### src/rtl/zxuno_regbus_ctrl.sv
// ZX-Uno register bus controller.
// Decodes the Z80 IOADDR/IODATA port pair into a register select
// (zxuno_addr), a one-cycle write strobe with data, and a read level.
// Bus inputs are registered once, and accesses are decoded from those
// registered copies. Writes commit on the trailing edge of the access.
module zxuno_regbus_ctrl #(
  parameter logic [15:0] IOADDR = 16'hFC3B,
  parameter logic [15:0] IODATA = 16'hFD3B
) (
  input  logic        clk,
  input  logic        rst_n,
  input  logic [15:0] a,
  input  logic        iorq_n,
  input  logic        rd_n,
  input  logic        wr_n,
  input  logic [7:0]  din,
  output logic [7:0]  zxuno_addr,
  output logic        zxuno_regrd,
  output logic        zxuno_regwr,
  output logic [7:0]  zxuno_wdata,
  output logic [7:0]  dout,
  output logic        oe_n
);

  typedef enum logic [2:0] {
    IDLE,
    WR_ADDR,
    WR_DATA,
    RD_ADDR,
    RD_DATA,
    LOCKOUT
  } state_t;

  typedef enum logic [2:0] {
    ACC_NONE,
    ACC_WA,
    ACC_WD,
    ACC_RA,
    ACC_RD
  } acc_t;

  state_t      state, state_next;
  acc_t        acc;

  logic [15:0] a_q;
  logic        iorq_n_q;
  logic        rd_n_q;
  logic        wr_n_q;
  logic [7:0]  din_q;
  logic [7:0]  hold;

  logic        hold_load;
  logic        commit_addr;
  logic        commit_data;

  // Register the CPU bus so decode and capture see one stable copy per cycle.
  // NOTE: sequential state uses non-blocking (<=) so every register samples
  // pre-edge values; blocking here would make ordering of blocks matter.
  always_ff @(posedge clk or negedge rst_n) begin
    if (!rst_n) begin
      a_q      <= '0;
      iorq_n_q <= 1'b1;
      rd_n_q   <= 1'b1;
      wr_n_q   <= 1'b1;
      din_q    <= '0;
    end else begin
      a_q      <= a;
      iorq_n_q <= iorq_n;
      rd_n_q   <= rd_n;
      wr_n_q   <= wr_n;
      din_q    <= din;
    end
  end

  // Classify the registered bus cycle; full 16-bit port compare.
  // Write takes priority should both strobes ever be low together.
  // NOTE: every combinational output gets a default first so no path
  // leaves it unassigned, which would otherwise infer a latch.
  always_comb begin
    acc = ACC_NONE;
    if (!iorq_n_q) begin
      if (!wr_n_q) begin
        if (a_q == IOADDR)      acc = ACC_WA;
        else if (a_q == IODATA) acc = ACC_WD;
      end else if (!rd_n_q) begin
        if (a_q == IOADDR)      acc = ACC_RA;
        else if (a_q == IODATA) acc = ACC_RD;
      end
    end
  end

  // State register; reset parks in LOCKOUT so an access already on the bus
  // at reset release is ignored until the bus goes idle.
  always_ff @(posedge clk or negedge rst_n) begin
    if (!rst_n) state <= LOCKOUT;
    else        state <= state_next;
  end

  // Next-state logic plus the trailing-edge commit and capture controls.
  always_comb begin
    state_next  = state;
    hold_load   = 1'b0;
    commit_addr = 1'b0;
    commit_data = 1'b0;
    unique case (state)
      LOCKOUT: begin
        // Raw strobe: one genuinely idle bus cycle releases the lockout.
        if (iorq_n) state_next = IDLE;
      end
      IDLE: begin
        unique case (acc)
          ACC_WA: begin state_next = WR_ADDR; hold_load = 1'b1; end
          ACC_WD: begin state_next = WR_DATA; hold_load = 1'b1; end
          ACC_RA:       state_next = RD_ADDR;
          ACC_RD:       state_next = RD_DATA;
          default:      state_next = IDLE;
        endcase
      end
      WR_ADDR: begin
        if (acc == ACC_WA) hold_load = 1'b1;
        else begin
          state_next  = IDLE;
          commit_addr = 1'b1;
        end
      end
      WR_DATA: begin
        if (acc == ACC_WD) hold_load = 1'b1;
        else begin
          state_next  = IDLE;
          commit_data = 1'b1;
        end
      end
      RD_ADDR: begin
        if (acc != ACC_RA) state_next = IDLE;
      end
      RD_DATA: begin
        if (acc != ACC_RD) state_next = IDLE;
      end
      default: state_next = LOCKOUT;
    endcase
  end

  // Holding register and committed outputs; wdata keeps its value between strobes.
  always_ff @(posedge clk or negedge rst_n) begin
    if (!rst_n) begin
      hold        <= '0;
      zxuno_addr  <= '0;
      zxuno_regwr <= 1'b0;
      zxuno_wdata <= '0;
    end else begin
      zxuno_regwr <= commit_data;
      if (hold_load)   hold        <= din_q;
      if (commit_addr) zxuno_addr  <= hold;
      if (commit_data) zxuno_wdata <= hold;
    end
  end

  // Read side: both are decoded straight from the state register, so they
  // are registered levels and mutually exclusive by construction.
  assign zxuno_regrd = (state == RD_DATA);
  assign oe_n        = (state != RD_ADDR);
  assign dout        = zxuno_addr;

endmodule

### config.mk
export PLATFORM = sky130hd
export DESIGN_NAME = zxuno_regbus_ctrl
export DESIGN_NICKNAME = d
export VERILOG_FILES = /design/src/rtl/zxuno_regbus_ctrl.sv
export SDC_FILE = /design/constraint.sdc
export NUM_CORES = 1
export LEC_CHECK = 0
export CAP_MARGIN = 20
export CORE_MARGIN = 2
export CORE_UTILIZATION = 30
export CTS_CLUSTER_SIZE = 16
export DETAILED_ROUTE_END_ITERATION = 6
export GPL_TIMING_DRIVEN = 0
export SYNTH_ARGS = -nofsm -noshare
export SYNTH_HDL_FRONTEND = slang
export SYNTH_SLANG_ARGS = --single-unit
### constraint.sdc
create_clock -name clk -period 1.48 [get_ports clk]
set_clock_uncertainty 0.05 [all_clocks]
set_input_delay 0.296 -clock clk [delete_from_list [all_inputs] [get_ports clk]]
set_output_delay 0.296 -clock clk [all_outputs]
set_load 0.1 [all_outputs]
==> flow_summary_export.csv, run 1 <==
group,metric,value,unit
timing,setup_ws,-0.222,ns
power_and_ir_drop,switching_share,0.218,
clocking,cts_tree,"built",
floorplan,die_area,0.00760,mm^2
global_route,grt_pass1_vias,1303,
logic_synthesis,post_synth_mux_area_share,0.145,
route,wl_per_cell,14.2,um
min_path,whs_path_depth,1,
final_layout,areaGrowthSynthToFinish,46.6,%
logic_synthesis,yosys.area_share.adder,0,
route,first_pass_iters,4,
route,final_antenna_net_count,0,
setup_path,rrSetupSlack,-0.19,ns
flow_run,cap_viol_max_count,0,
logic_synthesis,synth_top_family_by_area,"multiplexers",
logic_synthesis,synth_simple_gate_area_frac,0.104,
logic_synthesis,synthDistinctLibCells,33,
power_and_ir_drop,peakVddDrop,0.000574,V
setup_path,critical_path_peak_fanout,5,
timing,worst_slew_pin_slew,0.576,ns
final_layout,final_area,0.00305,mm^2
clocking,cts_buffers,5,
setup_path,startpoint_type,"register",
route,routed_wl,4030,um
min_path,worstHoldStart,"wr_n",
logic_synthesis,ys_warn_count,0,
clocking,cts_root_buf,"clkbuf_8",
logic_synthesis,synth_xor_area_frac,0,
logic_synthesis,synth_compound_area_frac,0.0440,
setup_path,path_class,"reg2out",
floorplan,dieWidth,87.2,um
logic_synthesis,synth-main-ff-cell,"dfrtp_1",
logic_synthesis,synth_edf_count,0,
clocking,cts.sinks,55,
clocking,clk_pin_slew,0.09,ns
timing,hold_viol_final,0,
logic_synthesis,syn-instance-count,128,
logic_synthesis,avgSynthCellArea,16.2,um^2
setup_path,critPathMaxStageDelay,0.59,ns
power_and_ir_drop,p_switching,0.547,mW
floorplan,io_pins,56,
clocking,clock_latency,0.30,ns
route,vias_per_cell,4.52,
setup_path,cp.buffers_inverters,1,
placement,hpwlAfterDp,2690,um
power_and_ir_drop,power_density,825,mW/mm^2
final_layout,drive_above_1_share,0.562,
setup_path,critPathCaptureType,"primary output",
timing,slew_violations,0,
final_layout,n_antenna_cell,0,
min_path,hold_class,"in2reg",
setup_path,cp_data_arrival_time,1.36,ns
setup_path,crit_slowest_cell,"dfstp_2",
logic_synthesis,synthArstFlopShare,1.00,
setup_path,required,1.13,ns
final_layout,layout.nets,231,
timing,min_period,1.70,ns
timing,holdWs,0.350,ns
route,drc,0,
setup_path,crit_cells,3,
floorplan,initial_utilization,0.307,
timing,rsz0062_at_grt,"yes",
power_and_ir_drop,power_frac_comb,0.058,
timing,slew_headroom,0.616,
route,vias,1280,
placement,io_buffers,55,
timing,setup_violations,28,
timing,fmax,588,MHz
clocking,htreeDepth,2,
setup_path,reg2regPathDepth,5,
final_layout,fill_cells,618,
floorplan,core_area,0.00676,mm^2
floorplan,core.rowCount,30,
route,drt-initial-drc-count,37,
placement,gp_congestion,0.686,
global_route,grt_pass1_wl,6200,um
final_layout,final_common_cell,"dfrtp_1",
setup_path,cp-startpoint,"state[0]$_DFFE_PN1P_",
status,status,"finished, violations left",
global_route,track_usage,0.110,
logic_synthesis,synthesis.nets,157,
timing,post-route-period-util,1.15,
logic_synthesis,synth-seq-cells,55,
final_layout,most-common-layout-cells,"dfrtp_1 (41), buf_4 (28), clkdlybuf4s50_1 (27)",
setup_path,path_delay_family,"flip-flops",
global_route,antenna_found_initial,0,
status,violations,"setup timing",
clocking,clockBufferDepth,2,
logic_synthesis,synth_area,0.00208,mm^2
placement,placement.cell_area,0.00280,mm^2
power_and_ir_drop,seq_power_share,0.622,
global_route,grt_overflow_total,0,
setup_path,r2r_start,"iorq_n_q$_DFF_PN1_",
power_and_ir_drop,p_int,1.97,mW
logic_synthesis,synth_seq_area_share,0.666,
setup_path,path_cells,"nand2_2 -> or2_4 -> buf_12",
power_and_ir_drop,pwr-share-clk,0.321,
power_and_ir_drop,p_leak,1.44,nW
final_layout,final_util,0.451,
global_route,grt_max_degree,31,
floorplan,die_h,87.2,um
==> cells by family after synthesis <==
kind of cell	after synthesis
DFF	55
and+or+nand+nor	26
muxes	24
buffers and inverters	13
AOI/OAI and AO/OA	10
==> timing repair <==
| action | CTS | global route |
|---|---|---|
| gates resized for setup | 166 | 16 |
| buffers inserted | 10 | 2 |
| setup endpoints to repair | 52 | 41 |
| pin swaps | 3 | 2 |
| hold buffers | 1 | 0 |
| gates cloned | 0 | 1 |
| hold endpoints to repair | 24 | 0 |
==> layer usage <==
metal,up-vias,wire (um),track usage,part of all wire
met5,-,0,0,0
met4,0,85,0.0476,0.021
met2,37,1980,0.166,0.49
li1,587,-,-,-
met3,6,275,0.0445,0.068
met1,650,1690,0.140,0.42
==> worst paths after layout <==
| check | endpoint |
|---|---|
| worst min register to register | hold[5]$_DFFE_PN0P_ |
| max in group asynchronous | iorq_n_q$_DFF_PN1_ |
| worst max-delay path | oe_n |
| worst min-delay path | wr_n_q$_DFF_PN1_ |
| min in group asynchronous | din_q[4]$_DFF_PN0_ |
| worst max register to register | dout[5]$_DFFE_PN0P_ |
==> Yosys cell counts (all sizes together), types with 2 or more instances <==
cell	instances	area [um^2]
buf	12	82.6
dfrtp	50	1250
dfstp	5	131
mux2	24	300
nand2	5	18.8
nand2b	2	12.5
nand4b	2	17.5
nor2	4	15.0
nor2b	2	12.5
nor3	2	15.0
nor4b	2	38.8
o21ai	2	10.0
==> final cells by class <==
| type | instances | area (um^2) | share of cell area |
|---|---|---|---|
| Sequential cell | 55 | 1390 | 0.458 |
| Clock inverter | 3 | 18.8 | 0.00616 |
| Clock buffer | 5 | 68.8 | 0.0226 |
| Tap cell | 80 | 100 | 0.0329 |
| Inverter | 1 | 3.75 | 0.00123 |
| Multi-Input combinational cell | 60 | 726 | 0.238 |
| Timing Repair Buffer | 69 | 649 | 0.213 |
| Buffer | 10 | 85.1 | 0.0279 |
==> state kept, by name, summed over array words and instances (netlist names), 3 cells and up <==
register and cells:
a_q 16, dout 8, hold 8, din_q 8, state 3, zxuno_wdata 8
==> power groups by stage <==
stage | Combinational (mW) | Sequential [mW] | Clock [mW]
final | 0.145 | 1.56 | 0.806
after floorplan | 0.0258 | 1.58 | 0
after global placement | 0.133 | 1.59 | 0
after global routing | 0.160 | 1.57 | 0.898
after CTS | 0.148 | 1.56 | 0.830
after detailed placement | 0.139 | 1.59 | 0
==> worst reg2reg max path, delay by kind of cell, from the launching register on <==
kind	cells	cell delay, ns
flops	1	0.37
compound gates	1	0.10
simple gates	2	0.58
mux	1	0.30
buf+inv	1	0.16
==> stage by stage <==
step           std cells  total power [mW]  setup slack [ns]  setup TNS [ns]
2_1_floorplan        128              1.61            -0.300           -1.85
5_1_grt              283              2.63            -0.260           -5.86
3_3_place_gp         263              1.72             -1.74          -99.65
3_5_place_dp         264              1.73            -0.871          -16.42
4_1_cts              281              2.54            -0.221           -4.31
6_report             283              2.51            -0.222           -4.10
Note: power is estimated with default switching activity, not from simulation.
==> inputs of run 2 (changes only) <==
--- a/config.mk
+++ b/config.mk
@@ -7,10 +7,11 @@
 export LEC_CHECK = 0
 export CAP_MARGIN = 20
 export CORE_MARGIN = 2
-export CORE_UTILIZATION = 30
+export CORE_UTILIZATION = 45
 export CTS_CLUSTER_SIZE = 16
 export DETAILED_ROUTE_END_ITERATION = 6
 export GPL_TIMING_DRIVEN = 0
+export PLACE_DENSITY = 0.75
 export SYNTH_ARGS = -nofsm -noshare
 export SYNTH_HDL_FRONTEND = slang
 export SYNTH_SLANG_ARGS = --single-unit
==> constraint.sdc (replaced) <==
create_clock -name clk -period 1.7 [get_ports clk]
set_clock_uncertainty 0.05 [all_clocks]
set_input_delay 0.34 -clock clk [delete_from_list [all_inputs] [get_ports clk]]
set_output_delay 0.34 -clock clk [all_outputs]
set_load 0.1 [all_outputs]
==> flow_summary_export.csv, run 2 (same netlist as run 1, synthesis figures left out) <==
group,metric,value,unit
status,status,"finished, violations left",
setup_path,cp_data_arrival_time,1.32,ns
min_path,hold_class,"in2reg",
timing,setup_ws,-0.00999,ns
timing,slew_violations,0,
timing,worst_slew_pin_slew,0.553,ns
final_layout,most-common-layout-cells,"dfrtp_1 (42), clkdlybuf4s50_1 (27), mux2_4 (16)",
timing,fmax,585,MHz
min_path,whs_endpoint,"wr_n_q$_DFF_PN1_",
final_layout,n_antenna_cell,0,
final_layout,fill_cells,299,
placement,gp_congestion,0.821,
flow_run,cap_viol_max_count,0,
final_layout,final_common_cell,"dfrtp_1",
global_route,grt_pass1_vias,1382,
clocking,clockBufferDepth,2,
timing,post-route-period-util,1.01,
route,drc,0,
global_route,track_usage,0.175,
clocking,cts.sinks,55,
power_and_ir_drop,p_leak,1.36,nW
floorplan,core_area,0.00441,mm^2
power_and_ir_drop,pwr-share-clk,0.333,
route,wl_per_cell,16.2,um
final_layout,drive_above_1_share,0.530,
clocking,htreeDepth,2,
setup_path,critical_path_peak_fanout,3,
timing,holdWs,0.382,ns
final_layout,areaGrowthSynthToFinish,43.7,%
floorplan,io_pins,56,
final_layout,multiInputGateArea,691,um^2
power_and_ir_drop,p_int,1.75,mW
timing,min_period,1.71,ns
setup_path,r2r-end,"zxuno_wdata[6]$_DFFE_PN0P_",
final_layout,largest_register_ff_count,16,
placement,hpwlAfterDp,2840,um
route,vias_per_cell,5.09,
global_route,antenna_found_initial,0,
timing,hold_viol_final,0,
route,first_pass_iters,2,
floorplan,dieWidth,71.9,um
power_and_ir_drop,peakVddDrop,0.000616,V
setup_path,path_class,"reg2out",
power_and_ir_drop,power_density,747,mW/mm^2
final_layout,layout.nets,228,
route,final_antenna_net_count,0,
route,routed_wl,4080,um
setup_path,critPathCaptureType,"primary output",
clocking,cts_buffers,5,
final_layout,regMostFlops,"a_q",
placement,dp_cells,236,
power_and_ir_drop,total_power,2.23,mW
timing,slew_headroom,0.633,
placement,io_buffers,55,
clocking,clock_latency,0.31,ns
floorplan,core.rowCount,24,
power_and_ir_drop,p_switching,0.477,mW
floorplan,die_h,71.9,um
timing,rsz0062_at_grt,"yes",
global_route,grt_overflow_total,0,
route,vias,1283,
final_layout,seq_area,0.00139,mm^2
floorplan,initial_utilization,0.471,
min_path,worstHoldStart,"wr_n",
power_and_ir_drop,seq_power_share,0.610,
setup_path,r2r_start,"a_q[9]$_DFF_PN0_",
setup_path,reg2regPathDepth,5,
min_path,whs_path_depth,1,
final_layout,fin_cells,252,
clocking,cts_root_buf,"clkbuf_8",
timing,setup_violations,1,
power_and_ir_drop,power_frac_comb,0.056,
setup_path,required,1.31,ns
placement,pre_cts_ws,-0.766,ns
route,drt-initial-drc-count,63,
setup_path,rrSetupSlack,0.01,ns
global_route,grt_pass1_wl,6670,um
clocking,clk_pin_slew,0.09,ns
setup_path,startpoint_type,"register",
clocking,cts_tree,"built",
global_route,grt_max_degree,38,
power_and_ir_drop,switching_share,0.214,
status,violations,"setup timing",
floorplan,die_area,0.00517,mm^2
## run 2: cell count changes in the layout (fill, tap and decap cells not counted), sizes merged
cell | before | now
clkdlybuf4s15 | 0 | 15
clkbuf | 17 | 7
buf | 39 | 31
clkdlybuf4s18 | 0 | 2
clkinv | 2 | 1
inv | 2 | 1
## run 2: repair_timing
| item | CTS | global route |
|---|---|---|
| pin swaps | 3 | 0 |
| hold buffers | 1 | 0 |
| setup endpoints to repair | 51 | 24 |
| endpoints found under the hold margin | 15 | 0 |
| gates cloned | 1 | 0 |
| setup buffers | 3 | 4 |
| gates resized for setup | 113 | 18 |
## run 2: per-stage QoR
stage	util	cell area, um^2	TNS [ns]
CTS	0.652	2880	-0.104
global route	0.676	2990	-0.359
detailed placement	0.618	2730	-7.33
finish	0.676	2990	-0.00999
floorplan	-	2100	-0.124
global placement	0.615	2710	-70.27
## run 2: worst max-delay path by stage
| stage | startpoint | to | cells after the start |
|---|---|---|---|
| floorplan | state[2]$_DFFE_PN1P_ | zxuno_regrd | 1 |
| global placement | rst_n | dout[2]$_DFFE_PN0P_ | 1 |
| detailed placement | state[0]$_DFFE_PN1P_ | oe_n | 4 |
| CTS | state[0]$_DFFE_PN1P_ | oe_n | 3 |
| global route | a_q[9]$_DFF_PN0_ | zxuno_wdata[4]$_DFFE_PN0P_ | 5 |
| finish | state[0]$_DFFE_PN1P_ | oe_n | 3 |
## run 2: final cells by class
class                      instances  area share
timing repair buffer              65       0.218
clock buffer                       7      0.0289
buffer                            11      0.0293
tap                               52      0.0218
clock inverter                     1     0.00293
inverter                           1     0.00126
sequential                        55       0.466
multi-input combinational         60       0.231
## run 2: power by group through the flow
stage / combinational [mW] / sequential [mW] / clock (mW)
after CTS: 0.126 / 1.36 / 0.766
final: 0.126 / 1.36 / 0.744
after global routing: 0.138 / 1.36 / 0.818
after floorplan: 0.0225 / 1.38 / 0
after detailed placement: 0.122 / 1.38 / 0
after global placement: 0.112 / 1.38 / 0
## run 2: metal layers
metal | vias to the layer above | GRT usage | routed length [um]
met5 | - | 0 | 0
met4 | 0 | 0.107 | 182
met3 | 18 | 0.0514 | 146
met2 | 36 | 0.299 | 2160
met1 | 648 | 0.193 | 1590
li1 | 581 | - | -
## run 2: critical path, stage by stage (launching register included)
cell,delay [ns]
dfstp_2,0.55
nand2_2,0.07
or2_4,0.24
buf_12,0.16
